[src/rtl/mc_control_fsm.sv]
// Multicycle RV32I control FSM: latches each instruction into an internal IR and walks it through
// FETCH/DECODE/EXEC/MEM/WB. Every select and write enable is driven from the current state.
module mc_control_fsm #(
  parameter int TIMEOUT_CYCLES = 16,
  parameter int RET_W          = 32
) (
  input  logic             clk,
  input  logic             reset,
  input  logic [31:0]      instr,
  input  logic             br_cond,
  input  logic             dm_ready,
  output logic             ir_we,
  output logic             pc_we,
  output logic             rf_we,
  output logic             dm_req,
  output logic             dm_we,
  output logic [2:0]       dm_ctrl,
  output logic [4:0]       rs1,
  output logic [4:0]       rs2,
  output logic [4:0]       rd,
  output logic [2:0]       alu_func3,
  output logic             alu_subsra,
  output logic             sel_next_pc,
  output logic             sel_op1,
  output logic             sel_op2,
  output logic [1:0]       sel_wb,
  output logic             halted,
  output logic [1:0]       halt_cause,
  output logic [RET_W-1:0] retired
);

  localparam int CNT_W = (TIMEOUT_CYCLES > 1) ? $clog2(TIMEOUT_CYCLES) : 1;
  localparam logic [CNT_W-1:0] CNT_LAST = CNT_W'(TIMEOUT_CYCLES - 1);

  localparam logic [6:0] OP_R      = 7'b0110011;
  localparam logic [6:0] OP_I      = 7'b0010011;
  localparam logic [6:0] OP_LOAD   = 7'b0000011;
  localparam logic [6:0] OP_STORE  = 7'b0100011;
  localparam logic [6:0] OP_BRANCH = 7'b1100011;
  localparam logic [6:0] OP_JAL    = 7'b1101111;
  localparam logic [6:0] OP_JALR   = 7'b1100111;
  localparam logic [6:0] OP_LUI    = 7'b0110111;
  localparam logic [6:0] OP_AUIPC  = 7'b0010111;

  typedef enum logic [2:0] {IDLE, FETCH, DECODE, EXEC, MEM, WB, HALT} state_t;

  state_t           state, next_state;
  logic [31:0]      ir;
  logic [CNT_W-1:0] tmo_cnt;
  logic             cause_set;
  logic [1:0]       cause_next;
  logic             alu_en;
  logic             ex_op1, ex_op2, ex_ss;
  logic [2:0]       ex_f3;
  logic             unused_ir_bits;

  logic [6:0] opcode;
  logic is_r, is_i, is_load, is_store, is_branch, is_jal, is_jalr, is_lui, is_auipc, is_legal;

  assign opcode    = ir[6:0];
  assign is_r      = (opcode == OP_R);
  assign is_i      = (opcode == OP_I);
  assign is_load   = (opcode == OP_LOAD);
  assign is_store  = (opcode == OP_STORE);
  assign is_branch = (opcode == OP_BRANCH);
  assign is_jal    = (opcode == OP_JAL);
  assign is_jalr   = (opcode == OP_JALR);
  assign is_lui    = (opcode == OP_LUI);
  assign is_auipc  = (opcode == OP_AUIPC);
  assign is_legal  = is_r | is_i | is_load | is_store | is_branch | is_jal | is_jalr | is_lui | is_auipc;

  assign rs1     = is_lui ? 5'd0 : ir[19:15];
  assign rs2     = ir[24:20];
  assign rd      = ir[11:7];
  assign dm_ctrl = ir[14:12];
  assign halted  = (state == HALT);
  assign unused_ir_bits = ^{ir[31], ir[29:25]};

  always_ff @(posedge clk or negedge reset) begin
    if (!reset) state <= IDLE;
    else        state <= next_state;
  end

  always_ff @(posedge clk or negedge reset) begin
    if (!reset)     ir <= 32'd0;
    else if (ir_we) ir <= instr;
  end

  // Counter is cleared while in EXEC so it always starts at zero on MEM entry
  always_ff @(posedge clk or negedge reset) begin
    if (!reset)                         tmo_cnt <= '0;
    else if (state == EXEC)             tmo_cnt <= '0;
    else if (state == MEM && !dm_ready) tmo_cnt <= tmo_cnt + CNT_W'(1);
  end

  always_ff @(posedge clk or negedge reset) begin
    if (!reset)     retired <= '0;
    else if (pc_we) retired <= retired + RET_W'(1);
  end

  always_ff @(posedge clk or negedge reset) begin
    if (!reset)         halt_cause <= 2'b00;
    else if (cause_set) halt_cause <= cause_next;
  end

  always_comb begin
    ex_op1 = 1'b1;
    ex_op2 = 1'b1;
    ex_f3  = 3'b000;
    ex_ss  = 1'b0;
    if (is_r) begin
      ex_op2 = 1'b0;
      ex_f3  = ir[14:12];
      ex_ss  = ir[30];
    end else if (is_i) begin
      ex_f3 = ir[14:12];
      ex_ss = (ir[14:12] == 3'b101) & ir[30];
    end else if (is_branch | is_jal | is_auipc) begin
      ex_op1 = 1'b0;
    end
  end

  always_comb begin
    next_state  = state;
    ir_we       = 1'b0;
    pc_we       = 1'b0;
    rf_we       = 1'b0;
    dm_req      = 1'b0;
    dm_we       = 1'b0;
    sel_next_pc = 1'b0;
    sel_wb      = 2'b00;
    sel_op1     = 1'b0;
    sel_op2     = 1'b0;
    alu_func3   = 3'b000;
    alu_subsra  = 1'b0;
    alu_en      = 1'b0;
    cause_set   = 1'b0;
    cause_next  = 2'b00;
    case (state)
      IDLE:   next_state = FETCH;
      FETCH: begin
        ir_we      = 1'b1;
        next_state = DECODE;
      end
      DECODE: begin
        if (is_legal) begin
          next_state = EXEC;
        end else begin
          next_state = HALT;
          cause_set  = 1'b1;
          cause_next = 2'b01;
        end
      end
      EXEC: begin
        alu_en = 1'b1;
        if (is_branch) begin
          pc_we       = 1'b1;
          sel_next_pc = br_cond;
          next_state  = FETCH;
        end else if (is_load | is_store) begin
          next_state = MEM;
        end else begin
          next_state = WB;
        end
      end
      // dm_ready wins over the timeout when both land in the same cycle
      MEM: begin
        alu_en = 1'b1;
        dm_req = 1'b1;
        dm_we  = is_store;
        if (dm_ready) begin
          if (is_store) begin
            pc_we      = 1'b1;
            next_state = FETCH;
          end else begin
            next_state = WB;
          end
        end else if (tmo_cnt == CNT_LAST) begin
          next_state = HALT;
          cause_set  = 1'b1;
          cause_next = 2'b10;
        end
      end
      WB: begin
        alu_en      = 1'b1;
        rf_we       = 1'b1;
        pc_we       = 1'b1;
        sel_next_pc = is_jal | is_jalr;
        if (is_load)                sel_wb = 2'b00;
        else if (is_jal | is_jalr)  sel_wb = 2'b10;
        else                        sel_wb = 2'b01;
        next_state = FETCH;
      end
      HALT:    next_state = HALT;
      default: next_state = IDLE;
    endcase
    if (alu_en) begin
      sel_op1    = ex_op1;
      sel_op2    = ex_op2;
      alu_func3  = ex_f3;
      alu_subsra = ex_ss;
    end
  end

endmodule

[config.mk]
export PLATFORM = sky130hd
export DESIGN_NAME = mc_control_fsm
export DESIGN_NICKNAME = d
export VERILOG_FILES = /design/src/rtl/mc_control_fsm.sv
export SDC_FILE = /design/constraint.sdc
export NUM_CORES = 1
export LEC_CHECK = 0
export BUFFER_PORTS_ARGS = -buffer_cell sky130_fd_sc_hd__buf_2
export CORE_MARGIN = 4
export CORE_UTILIZATION = 35
export DETAILED_ROUTE_END_ITERATION = 12
export HOLD_SLACK_MARGIN = 0.02
export PLACE_DENSITY_LB_ADDON = 0.1
export SLEW_MARGIN = 30
export SYNTH_ARGS = -nofsm -noshare
export SYNTH_HDL_FRONTEND = slang
export SYNTH_SLANG_ARGS = --single-unit
[constraint.sdc]
create_clock -name clk -period 2.4 [get_ports clk]
set_input_delay 0.12 -clock clk [delete_from_list [all_inputs] [get_ports clk]]
set_output_delay 0.12 -clock clk [all_outputs]
set_load 0.02 [all_outputs]
==> summary.md <==
| Metric | Value |
|---|---|
| Status | `finished, final reports clean` |
| Startpoint types | `flip-flop` |
| Post-placement cell count | `504` |
| Commonest non-fill, non-tap cell in the layout | `buf_2` |
| Final WL | `7.92 mm` |
| Pleak | `2.23 nW` |
| DRC Markers | `0` |
| Flop2flop setup slack | `roughly 0.55 ns` |
| Die Span X | `about 110 um` |
| Post-CTS Setup Bufs | `0` |
| Peak supply drop | `0.272 mV` |
| Total of max-cap violations | `0` |
| Synthesized area per cell | `around 11 sq um` |
| CTS tree | `built` |
| FP Rows | `35` |
| Grt ovf | `0` |
| Area Overhead vs Synth | `31.4%` |
| Share of layout cells above drive strength 1 | `37.8%` |
| FF-to-FF End | `halt_cause[1]` |
| Syn Inst Count | `~300` |
| I/O pin count | `103` |
| Post-layout min period | `between 2 and 2.5 ns` |
| WS Path Type | `reg2out` |
| GRT Total Usage | `15.1%` |
| Power per Cell Area | `533 nW/um^2` |
| Routed len/inst | `14.5 um` |
| Yosys cell types | `43` |
| Die Area | `11100 sq um` |
| Setup TNS | `0 ns` |
| Switching share of power | `21.5%` |
| FFs w/ async S/R, synth | `100%` |
| Die H | `between 100 and 150 um` |
| Arrival time at the worst endpoint | `2.01 ns` |
| Post-route antenna net violation count | `0` |
| Antenna cells | `0` |
| Fin. Hold Viols | `0` |
| Final setup viols | `0` |
| Number of synthesized flops with an enable pin | `0` |
| Initial antenna violation count | `0` |
| Post-layout nets | `451` |
| Critical R2R Launch | `ir[6]` |
| Clock root buffer | `clkbuf_8` |
| Post-layout util | `47.1%` |
| Mapped Area | `3310 sq um` |
| Combinational Power Share | `3.7%` |
| Hold Path Class | `in2reg` |
| Switch Pwr | `0.000499 W` |
| Number of fill cells | `roughly 900` |
| Clk network pwr share | `47.7%` |
| Vias in the first global route | `2685` |
| H-tree Lvls | `3` |
| Synth Warn # | `0` |
| Via density | `4.74` |
| Via Count | `2591` |
| Crit end category | `output port` |
| Initial DRC count | `70` |
| Post-synth top flop | `dfrtp_1` |
| Num CTS Buffers | `9` |
| RePlAce Congestion | `0.777` |
| Setup crit start | `ir[6]` |
| I/O Buffers | `96` |
| CORE AREA | `9240 sq um` |
| Fmax | `0.469 GHz` |
| Yosys reg bits | `67` |
| Flop pwr share | `48.6%` |
| Skew final | `0.00813 ns` |
| Worst setup endpoint | `sel_op1` |
| RSZ-0062 raised after global routing | `false` |
| Crit-path max FO | `7` |
| Starting Density | `35.9%` |
| Post-DP HPWL | `about 5.5 mm` |
| Worst skew pair latency | `0.33 ns` |
| Most frequent cells in the layout | `96 x buf_2, 67 x dfrtp_1, 29 x xnor2_1` |
| Post-Syn Nets | `332` |
| Relative slew margins | `around half` |
| Internal power | `0.00182 W` |
| DRT Pass-1 Iters | `6` |
| CTS sink cnt | `67` |
| Global-route wire length before repair | `13.7 mm` |
| Required time of the critical path | `2.28 ns` |
| Worst-margin pin slew | `0.724 ns` |
| Final Max Tran Viols | `0` |
| CTS Buffer Depth | `2` |
| Reg2Reg Depth | `5` |
| Tcrit/Tclk final | `88.9%` |
| Tot Pwr | `0.00232 W` |
| Non-Filler Instances | `547` |
| Sequential share of the synthesized area | `50.6%` |
| Clk pin slew, worst setup/hold paths | `around 0.080 ns` |
| Largest net degree at the start of global routing | `31` |
kinds of logic after synthesis:
family / share of synthesized area [%]
AND/OR/NAND/NOR: 19.4
flip-flops: 50.6
XOR/XNOR: 8.19
AO/OA/AOI/OAI: 6.12
buffers and inverters: 5.74
multiplexers: 9.18
adder cells (fa/ha/maj): 0.755
per-stage QoR:
step | hold WS, ns | setup slack, ns | instance area [sq um]
after floorplan | -0.176 | 0.266 | 3310
after global placement | 0.233 | 0.493 | 3850
after detailed placement | 0.229 | 0.501 | 3850
after CTS | 0.114 | 0.112 | 4350
after global routing | 0.135 | 0.0775 | 4350
final | 0.133 | 0.266 | 4350
cell type report:
cell class                      instances  area [sq um]  area share [%]
Tap cell                              129           161            3.71
Sequential cell                        67          1680            38.5
Clock inverter                          5          83.8            1.93
Multi-Input combinational cell        197          1450            33.2
Inverter                                8          30.0           0.690
Clock buffer                           11           151            3.48
Timing Repair Buffer                  130           803            18.4
what timing repair did:
item                                    in CTS  in global routing
hold endpoints to repair                    54                  0
endpoints found under the setup margin       0                  1
hold buffers                                27                  0
resized for setup                            0                  1
registers in the layout (all words and copies together), names as in the netlist:
name / flops
tmo_cnt: 4
halt_cause: 2
state: 3
retired: 32
ir: 26
metal layers:
layer	vias up	global-route usage [%]	share of wire, %
met1	1271	20.0	46
li1	1257	-	-
met4	0	3.75	0.42
met3	2	4.23	4.9
met2	61	24.6	49
met5	-	0	0
how the worst min path moves through the flow:
stage               startpoint             to  slack [ns]  cells past startpoint
floorplan                reset  halt_cause[0]       -0.18                      0
global placement         reset     tmo_cnt[3]        0.23                      1
detailed placement       reset     tmo_cnt[3]        0.23                      1
CTS                   dm_ready     tmo_cnt[1]        0.11                      3
global route          dm_ready     tmo_cnt[1]        0.14                      3
finish                dm_ready     tmo_cnt[1]        0.13                      3
worst max-delay path, stage by stage, from the launching register on:
cell and delay, ns:
dfrtp_1 0.45, and4bb_2 0.30, and3_1 0.22, nor2b_1 0.13
a2111oi_1 0.34, buf_2 0.24
cells in the mapped netlist (all sizes together) (4+ instances only):
| cell type | n | share of area, % |
|---|---|---|
| nand4 | 14 | 3.4 |
| dfrtp | 67 | 51 |
| nand2b | 4 | 0.76 |
| mux2 | 27 | 9.2 |
| buf | 20 | 4.6 |
| o21ai | 8 | 1.2 |
| and3 | 13 | 2.6 |
| and2 | 10 | 1.9 |
| nor2b | 5 | 0.94 |
| xnor2 | 29 | 7.7 |
| o22ai | 4 | 1.1 |
| a21oi | 7 | 1.1 |
| nor2 | 13 | 1.5 |
| nand2 | 21 | 2.4 |
| nand3 | 15 | 2.3 |
| inv | 8 | 0.91 |
power groups by stage:
stage | combinational, W | clock [W] | sequential [W]
final | 0.0000858 | 0.00111 | 0.00113
after global routing | 0.0000977 | 0.00118 | 0.00113
after CTS | 0.0000883 | 0.00115 | 0.00113
after detailed placement | 0.0000538 | 0 | 0.00115
after global placement | 0.0000535 | 0 | 0.00115
after floorplan | 0.00000294 | 0 | 0.00115
No activity file was read; power rests on OpenSTA's default activity.
